**config.mk**
```make
export PLATFORM = sky130hd
export DESIGN_NAME = alu_decode_stage_flat
export DESIGN_NICKNAME = d
export VERILOG_FILES = /design/src/rtl/alu_decode_stage_if.sv /design/src/rtl/alu_decode_stage.sv /design/src/flat_wrapper.sv
export SDC_FILE = /design/constraint.sdc
export NUM_CORES = 1
export LEC_CHECK = 0
export ABC_AREA = 1
export CORE_MARGIN = 2
export CORE_UTILIZATION = 30
export CTS_BUF_LIST = sky130_fd_sc_hd__clkbuf_4 sky130_fd_sc_hd__clkbuf_8
export DETAILED_ROUTE_END_ITERATION = 12
export GPL_TIMING_DRIVEN = 0
export PLACE_DENSITY_LB_ADDON = 0.08
export REMOVE_ABC_BUFFERS = 1
export SLEW_MARGIN = 25
export SYNTH_ARGS = -nofsm -noshare
export SYNTH_HDL_FRONTEND = slang
export SYNTH_SLANG_ARGS = --single-unit
```
**constraint.sdc**
```tcl
create_clock -name clk -period 0.8 [get_ports clk]
set_input_delay 0.08 -clock clk [delete_from_list [all_inputs] [get_ports clk]]
set_output_delay 0.08 -clock clk [all_outputs]
set_load 0.02 [all_outputs]
```
**src/rtl/alu_decode_stage_if.sv**
```systemverilog
// Decode-to-execute handshake bundle for alu_decode_stage.
// slave  : the decode stage itself (consumes decode fields, produces controls)
// master : whoever drives decode fields and consumes controls
interface alu_decode_stage_if;
    logic       in_valid;
    logic       in_ready;
    logic       op5;
    logic [2:0] funct3;
    logic       funct7_5;
    logic       funct7_4;
    logic       funct7_0;
    logic [1:0] ALUOp;
    logic       out_valid;
    logic       out_ready;
    logic [4:0] ALUControl;
    logic [2:0] load_store;
    logic       mdu_busy;

    modport slave (
        input  in_valid, op5, funct3, funct7_5, funct7_4, funct7_0, ALUOp, out_ready,
        output in_ready, out_valid, ALUControl, load_store, mdu_busy
    );

    modport master (
        output in_valid, op5, funct3, funct7_5, funct7_4, funct7_0, ALUOp, out_ready,
        input  in_ready, out_valid, ALUControl, load_store, mdu_busy
    );
endinterface

```
**src/rtl/alu_decode_stage.sv**
```systemverilog
// Registered ALU decode stage with valid/ready flow control.
// Optional feature macro: ALU_DECODE_RV32M_EN -- builds RV32M decode and the
// WAIT state with its latency counter. Without it every accepted op reaches
// HOLD after one edge and mdu_busy is tied low.
module alu_decode_stage #(
    parameter int MUL_LATENCY = 2,
    parameter int DIV_LATENCY = 32
) (
    input  logic                clk,
    input  logic                reset,
    input  logic                flush,
    alu_decode_stage_if.slave   bus
);

    typedef enum logic [1:0] {
        IDLE = 2'd0,
        HOLD = 2'd1,
        WAIT = 2'd2
    } state_t;

    state_t     state, state_n;
    logic [4:0] ctrl_q, dec_ctrl;
    logic [2:0] ls_q, dec_ls;
    logic       w75, w74;
    logic       in_ready, accept, load;

`ifdef ALU_DECODE_RV32M_EN
    localparam int MAX_LAT = (MUL_LATENCY > DIV_LATENCY) ? MUL_LATENCY : DIV_LATENCY;
    localparam int CNT_W   = $clog2(MAX_LAT + 1);
    // Counter preload is latency-2: WAIT is entered on the accept edge and
    // HOLD is entered on the edge after the counter reads zero.
    localparam logic [CNT_W-1:0] MUL_CNT = CNT_W'((MUL_LATENCY > 1) ? MUL_LATENCY - 2 : 0);
    localparam logic [CNT_W-1:0] DIV_CNT = CNT_W'((DIV_LATENCY > 1) ? DIV_LATENCY - 2 : 0);
    localparam bit MUL_MULTI = (MUL_LATENCY > 1);
    localparam bit DIV_MULTI = (DIV_LATENCY > 1);

    logic [CNT_W-1:0] cnt, cnt_n, dec_cnt;
    logic             dec_multi;
`else
    // funct7_0 only matters for M-class decode
    logic unused_f70;
    assign unused_f70 = bus.funct7_0;
`endif

    // Field decode of the presented op; only sampled into registers at accept
    always_comb begin
        w75      = bus.funct7_5 & bus.op5;
        w74      = bus.funct7_4 & bus.op5;
        dec_ctrl = 5'b00000;
        dec_ls   = 3'b000;
        case (bus.ALUOp)
            2'b00: begin
                case (bus.funct3)
                    3'b000:  dec_ls = 3'b001;
                    3'b001:  dec_ls = 3'b010;
                    3'b100:  dec_ls = 3'b011;
                    3'b101:  dec_ls = 3'b100;
                    default: dec_ls = 3'b000;
                endcase
            end
            2'b01: dec_ctrl = 5'b00001;
            2'b10: begin
                case (bus.funct3)
                    3'b000:  dec_ctrl = w75 ? 5'b00001 : 5'b00000;
                    3'b001:  dec_ctrl = 5'b00010;
                    3'b010:  dec_ctrl = w74 ? 5'b01101 : 5'b00011;
                    3'b011:  dec_ctrl = 5'b00100;
                    3'b100:  dec_ctrl = w74 ? 5'b01110 : (w75 ? 5'b01100 : 5'b00101);
                    // shift-right arithmetic/logical select is raw funct7_5
                    3'b101:  dec_ctrl = {4'b0011, bus.funct7_5};
                    3'b110:  dec_ctrl = w74 ? 5'b01111 : (w75 ? 5'b01011 : 5'b01000);
                    default: dec_ctrl = w75 ? 5'b01010 : 5'b01001;
                endcase
            end
            default: ;
        endcase
`ifdef ALU_DECODE_RV32M_EN
        dec_multi = 1'b0;
        dec_cnt   = '0;
        if (bus.ALUOp == 2'b10 && bus.op5 && bus.funct7_0) begin
            dec_ctrl  = {2'b10, bus.funct3};
            dec_multi = bus.funct3[2] ? DIV_MULTI : MUL_MULTI;
            dec_cnt   = bus.funct3[2] ? DIV_CNT : MUL_CNT;
        end
`endif
    end

    // Next-state and handshake logic; flush beats any accept or transfer
    always_comb begin
        state_n  = state;
        load     = 1'b0;
`ifdef ALU_DECODE_RV32M_EN
        cnt_n    = cnt;
`endif
        in_ready = !reset && !flush &&
                   (state == IDLE || (state == HOLD && bus.out_ready));
        accept   = bus.in_valid && in_ready;
        case (state)
            HOLD: if (bus.out_ready) state_n = IDLE;
`ifdef ALU_DECODE_RV32M_EN
            WAIT: begin
                if (cnt == '0) state_n = HOLD;
                else           cnt_n   = cnt - CNT_W'(1);
            end
`endif
            default: ;
        endcase
        if (accept) begin
            load    = 1'b1;
            state_n = HOLD;
`ifdef ALU_DECODE_RV32M_EN
            if (dec_multi) begin
                state_n = WAIT;
                cnt_n   = dec_cnt;
            end
`endif
        end
        if (flush) begin
            state_n = IDLE;
`ifdef ALU_DECODE_RV32M_EN
            cnt_n   = '0;
`endif
        end
    end

    // State (and latency counter) register
    always_ff @(posedge clk) begin
        if (reset) begin
            state <= IDLE;
`ifdef ALU_DECODE_RV32M_EN
            cnt   <= '0;
`endif
        end else begin
            state <= state_n;
`ifdef ALU_DECODE_RV32M_EN
            cnt   <= cnt_n;
`endif
        end
    end

    // Output control registers; only an accept updates them, flush leaves them
    always_ff @(posedge clk) begin
        if (reset) begin
            ctrl_q <= 5'b00000;
            ls_q   <= 3'b000;
        end else if (load) begin
            ctrl_q <= dec_ctrl;
            ls_q   <= dec_ls;
        end
    end

    assign bus.in_ready   = in_ready;
    assign bus.out_valid  = (state == HOLD);
    assign bus.ALUControl = ctrl_q;
    assign bus.load_store = ls_q;
`ifdef ALU_DECODE_RV32M_EN
    assign bus.mdu_busy   = (state == WAIT);
`else
    assign bus.mdu_busy   = 1'b0;
`endif

endmodule

```
**src/flat_wrapper.sv**
```systemverilog
// flat-port wrapper written by rule: the top's interface ports become plain ports
module alu_decode_stage_flat 
#(
    parameter int MUL_LATENCY = 2,
    parameter int DIV_LATENCY = 32
)
  (clk, reset, flush, bus_in_valid, bus_op5, bus_funct3, bus_funct7_5, bus_funct7_4, bus_funct7_0, bus_ALUOp, bus_out_ready, bus_in_ready, bus_out_valid, bus_ALUControl, bus_load_store, bus_mdu_busy);
  alu_decode_stage_if bus_i ();
  input  logic clk;
  input  logic reset;
  input  logic flush;
  input wire logic [$bits(bus_i.in_valid)-1:0] bus_in_valid;
  input wire logic [$bits(bus_i.op5)-1:0] bus_op5;
  input wire logic [$bits(bus_i.funct3)-1:0] bus_funct3;
  input wire logic [$bits(bus_i.funct7_5)-1:0] bus_funct7_5;
  input wire logic [$bits(bus_i.funct7_4)-1:0] bus_funct7_4;
  input wire logic [$bits(bus_i.funct7_0)-1:0] bus_funct7_0;
  input wire logic [$bits(bus_i.ALUOp)-1:0] bus_ALUOp;
  input wire logic [$bits(bus_i.out_ready)-1:0] bus_out_ready;
  output wire logic [$bits(bus_i.in_ready)-1:0] bus_in_ready;
  output wire logic [$bits(bus_i.out_valid)-1:0] bus_out_valid;
  output wire logic [$bits(bus_i.ALUControl)-1:0] bus_ALUControl;
  output wire logic [$bits(bus_i.load_store)-1:0] bus_load_store;
  output wire logic [$bits(bus_i.mdu_busy)-1:0] bus_mdu_busy;
  assign bus_i.in_valid = bus_in_valid;
  assign bus_i.op5 = bus_op5;
  assign bus_i.funct3 = bus_funct3;
  assign bus_i.funct7_5 = bus_funct7_5;
  assign bus_i.funct7_4 = bus_funct7_4;
  assign bus_i.funct7_0 = bus_funct7_0;
  assign bus_i.ALUOp = bus_ALUOp;
  assign bus_i.out_ready = bus_out_ready;
  assign bus_in_ready = bus_i.in_ready;
  assign bus_out_valid = bus_i.out_valid;
  assign bus_ALUControl = bus_i.ALUControl;
  assign bus_load_store = bus_i.load_store;
  assign bus_mdu_busy = bus_i.mdu_busy;
  alu_decode_stage #(.MUL_LATENCY(MUL_LATENCY), .DIV_LATENCY(DIV_LATENCY)) u_core (.clk(clk), .reset(reset), .flush(flush), .bus(bus_i));
endmodule
```
# Word level (Yosys, flattened, before mapping)
# Index checks and enable logic that the tools add are counted.
# totals
reg_bits	9
# op_classes
reduce_logical	14
bitwise_logic	2
n_mux	15
eq_ne	8
# op_table
op	n
$pmux W5 S7	1
$pmux W3 S4	1
$mux W5	2
$pmux W5 S2	1
$eq A3 B3 Y1 const B	3
$mux W4	2
$eq A3 B2 Y1 const B	2
$mux W1	5
$logic_and A1 B1 Y1	4
$logic_not A2 Y1	2
$mux W2	2
$reduce_bool A2 Y1	2
$eq A3 B1 Y1 const B	1
$logic_not A3 Y1	1
$mux W3	1
$and A1 B1 Y1	2
$eq A2 B1 Y1 const B	1
$eq A2 B2 Y1 const B	1
$logic_not A1 Y1	2
$reduce_and A2 Y1	1
$reduce_or A2 Y1	1
$logic_or A1 B1 Y1	1

# Longest topological paths before layout
# logic_depth
ltp_word	6
depth_mapped	9
depth_no_buf	8

# Worst setup path before layout
# OpenSTA, ideal clock, no wires.
# synth_path
path_kind	register -> register
from	reg u_core.state[0]
to	reg u_core.ctrl_q[0] (netlist: u_core.bus.ALUControl[0])
path_stages_with_launch	6
required_time_ns	0.730
n_path_buf	0
setup_slack_ns	-0.247
setup_ns	0.070
t_arrival_ns	0.977
path_cell_list	dfxtp_1 nand2_2 nand3_4 nand2_1 o21a_1 a21oi_1
# synth_via
elab_chain_cells	5
elab_cells_between_ends	6
cone_classes	mux (1); reduce/logical (5)
# synth_lines
element	line_no	text
start: declaration	alu_decode_stage.sv:21	state_t state, state_n;
start signal: assignment	alu_decode_stage.sv:134	state <= state_n;
$logic_not A2 Y1 or $logic_and A1 B1 Y1 (tied branches)	alu_decode_stage.sv:96	(state == IDLE || (state == HOLD && bus.out_ready));
$logic_or A1 B1 Y1 *	alu_decode_stage.sv:96	
$logic_and A1 B1 Y1 *	alu_decode_stage.sv:95	in_ready = !reset && !flush &&
$logic_and A1 B1 Y1 *	alu_decode_stage.sv:97	accept = bus.in_valid && in_ready;
$mux W1 *	alu_decode_stage.sv:108	if (accept) begin
end signal: assignment	alu_decode_stage.sv:147	ctrl_q <= dec_ctrl;
end: declaration	alu_decode_stage.sv:22	logic [4:0] ctrl_q, dec_ctrl;
# Every way passes the cells marked *; elsewhere a longest branch is shown, timed or not.
# A chain may end at the register's enable or synchronous reset.

# Final worst setup path
# layout_path
from	reg u_core.state[0]
to	reg u_core.ctrl_q[1] (netlist: u_core.bus.ALUControl[1])
# Same word-level chain as after synthesis.

==> Implementation_results.wiki <==
{| class="wikitable"
! Metric !! Value
|-
| Total grt overflow || 0
|-
| Leading post-synthesis cells by cell area || sky130_fd_sc_hd__dfxtp_1, sky130_fd_sc_hd__nand2_1, sky130_fd_sc_hd__a21oi_1
|-
| Post-route cell area || approximately 930 sq um
|-
| Cell with the largest stage delay on the worst path || sky130_fd_sc_hd__dfxtp_2
|-
| DR pass1 iterations || 4
|-
| Ordered list of cells on the worst path || nand2_4 > nand4_4 > nor2_4 > nand3_2 > a21oi_1
|-
| Max Transition Viols Final || 0
|-
| Layout area overhead || 52.56%
|-
| Core Box Area || a little under 0.002 sq mm
|-
| Total CTS buffers || 3
|-
| Signal arrival time at the worst endpoint || 1.15 ns
|-
| Horiz. Die Dim || ~49 um
|-
| Area enclosed by the die boundary || 0.002417 sq mm
|-
| Clock transition at the register clock pins on the worst setup and hold paths after CTS || approximately 0.06 ns
|-
| Hold buffer count at CTS || 0
|-
| Via count of the first global-routing pass || roughly 560
|-
| Combined area of the multi-input logic cells || just over 400 sq um
|-
| Final period util || 1.211
|-
| Top-area cell type share of the netlist area || 0.2618
|-
| Cell Rows || 16
|-
| Wire length reported by the detailed router || ~1400 um
|-
| Max incr delay on CP || 0.34 ns
|-
| Violations in the final reports || setup timing
|-
| Global-route wire length before repair || 2325 um
|-
| WP depth || 5
|-
| Critical setup path kind || reg -> reg
|-
| Sinks on the clock net || 8
|-
| Count of max-cap constraint violations || 0
|-
| Cell total after placement || approximately 140
|-
| Critical Path Start Type || flip-flop
|-
| Number of flip-flops and latches in the synthesized netlist || 8
|-
| Kind of end point of the critical path || flip-flop
|-
| Power density over cell area || 1041 mW/mm^2
|-
| Number of DRC markers after the initial detailed-route iteration || 16
|-
| Max rail drop VDD || between 0.6 and 0.7 mV
|-
| Post-route ant nets || 0
|-
| Number of antenna violations at the first check in global routing || 0
|-
| Result of the run || finished with violations
|-
| Buffers from clock root to sink, at most || 2
|-
| Hold Path Cell Cnt || 2
|-
| Largest net degree at the start of global routing || 9
|-
| Leading area contributor after synthesis || sky130_fd_sc_hd__dfxtp_1
|-
| HP Class || in -> reg
|-
| Final layout net count || 137
|-
| Synthesized area per cell || 6.723 sq um
|-
| Hold Violations, Final || 0
|-
| Combined buffer and inverter count along the critical path || 0
|-
| Global-route usage over all layers || 0.1256
|-
| Insertion delay of the later-clocked pin in the worst-skew pair || about 0.25 ns
|-
| Residual DRC || 0
|-
| Warnings, synthesis || 0
|-
| Proportion of layout cells with a drive suffix above 1 || 0.3898
|-
| Total area of sequential cells || 170.2 sq um
|-
| Post-layout utilization of the core || 0.4807
|-
| CP top delay family || simple AND/OR/NAND/NOR gates
|-
| Non-filler instance count after layout || around 150
|-
| Top Ports || 25
|-
| Routability congestion estimate from global placement || between 0.8 and 0.9
|-
| Pleak || 0.4339 nW
|-
| Cell count after synthesis || 91
|-
| Shortest clock period the worst path allows after layout || just under 1 ns
|-
| Fill count || ~210
|-
| Routed vias/inst || between 4 and 5
|-
| Detail-routed net length per standard cell || approximately 9.7 um
|-
| CP max FO || 4
|-
| R2R depth || 5
|-
| Distinct cells, synth || 19
|-
| Placement Cell Area || approximately 830 sq um
|-
| Skew final || 0.002977 ns
|-
| Total vias in the final route || about 650
|-
| RSZ-0062 raised after global routing || yes
|-
| Count of antenna diodes in the layout || 0
|-
| Buffer cell driving the clock tree root || sky130_fd_sc_hd__clkbuf_4
|-
| Post-Syn Area || between 600 and 700 sq um
|-
| Placement-stage worst setup slack || -1.009 ns
|-
| Clock tree from TritonCTS || done
|-
| Post-route worst setup slack || -0.1685 ns
|-
| Data required time of the critical path || about 0.99 ns
|-
| Height of the chip || 49.16 um
|-
| Effective utilization at floorplan || 0.3151
|-
| Highest achievable clock rate || between 1000 and 1500 MHz
|-
| Most common library cell in the layout ignoring fill and taps || sky130_fd_sc_hd__nand2_1
|-
| Setup-violating endpoint count in the final report || 10
|-
| TNS Setup || -1.276 ns
|-
| Portion of the post-synthesis area used by sequential elements || 0.2618
|-
| CTS H-tree lvls || 1
|-
| Most frequent cells in the layout || sky130_fd_sc_hd__nand2_1, sky130_fd_sc_hd__dlygate4sd2_1, sky130_fd_sc_hd__a21oi_1, sky130_fd_sc_hd__dfxtp_2
|-
| Detail Placement HPWL || around 1000 um
|-
| Port Buffer Count || 21
|}
state kept, by name, indices dropped and copies added, names as in the netlist:
name,cells
u_core.bus.ALUControl,4
u_core.bus.load_store,3
u_core.state,1
path summary, 6_finish.rpt:
| path | start | endpoint | slack [ns] |
|---|---|---|---|
| setup / recovery | u_core.state[0]$_SDFFE_PP0P_ | u_core.bus.ALUControl[1]$_SDFFE_PP0P_ | -0.17 |
| hold reg to reg | u_core.bus.ALUControl[3]$_SDFFE_PP0P_ | u_core.bus.ALUControl[3]$_SDFFE_PP0P_ | 0.47 |
| hold / removal | reset | u_core.bus.ALUControl[1]$_SDFFE_PP0P_ | 0.16 |
| setup reg to reg | u_core.state[0]$_SDFFE_PP0P_ | u_core.bus.ALUControl[1]$_SDFFE_PP0P_ | -0.17 |
timing repair:
item | CTS | global route
resized for setup | 80 | 5
buffers inserted | 3 | 3
pin swaps | 4 | 0
setup endpoints to repair | 17 | 17
cells by family after synthesis:
group                    after synthesis  share of synthesized area
adder cells (fa/ha/maj)                3                    0.06136
AO/OA/AOI/OAI                         10                    0.08589
flip-flops                             8                     0.2618
AND/OR/NAND/NOR                       54                     0.4622
other                                  1                   0.006129
buffers and inverters                 15                     0.1227
cell usage after synthesis:
master                      n
sky130_fd_sc_hd__nand4_4    1
sky130_fd_sc_hd__conb_1     1
sky130_fd_sc_hd__buf_6      1
sky130_fd_sc_hd__o21a_1     1
sky130_fd_sc_hd__inv_2      3
sky130_fd_sc_hd__nand3_1    5
sky130_fd_sc_hd__nand3b_1   1
sky130_fd_sc_hd__nand3_4    1
sky130_fd_sc_hd__nor2_1     7
sky130_fd_sc_hd__nor2_4     2
sky130_fd_sc_hd__inv_1      8
sky130_fd_sc_hd__nand2_2    1
sky130_fd_sc_hd__ha_1       3
sky130_fd_sc_hd__a21oi_1    9
sky130_fd_sc_hd__dfxtp_1    8
sky130_fd_sc_hd__nand4_1    2
sky130_fd_sc_hd__buf_4      3
sky130_fd_sc_hd__nor2_8     1
sky130_fd_sc_hd__nand2_1   33
stage by stage:
step                      hold WS (ns)  total power, mW
after floorplan                 0.1491           0.5364
after global placement          0.4553           0.6571
after detailed placement        0.4575           0.6563
after CTS                       0.2585           0.9785
after global routing            0.1570            1.039
final                           0.1576           0.9716
cell type report:
cell class	count	share of cell area
sequential	8	0.1823
clock buffer	3	0.02413
tap	27	0.03619
timing repair buffer	27	0.2694
inverter	11	0.04424
multi-input combinational	69	0.4437
power by group:
group	leakage (nW)	internal [mW]	switching [mW]	total (mW)
Combinational	0.351	0.104	0.150	0.253
Sequential	0.0686	0.403	0.00326	0.406
Clock	0.0138	0.172	0.140	0.312
Total	0.434	0.679	0.293	0.972
routing by layer:
metal | routed length (um) | share of wire | vias up | GRT usage
li1 | - | - | 339 | -
met1 | 645 | 0.46 | 290 | 0.1563
met2 | 696 | 0.49 | 22 | 0.1982
met3 | 70 | 0.050 | 0 | 0.03681
met4 | 0 | 0 | 0 | 0.05714
met5 | 0 | 0 | - | 0
Note: power is estimated with default switching activity, not from simulation.
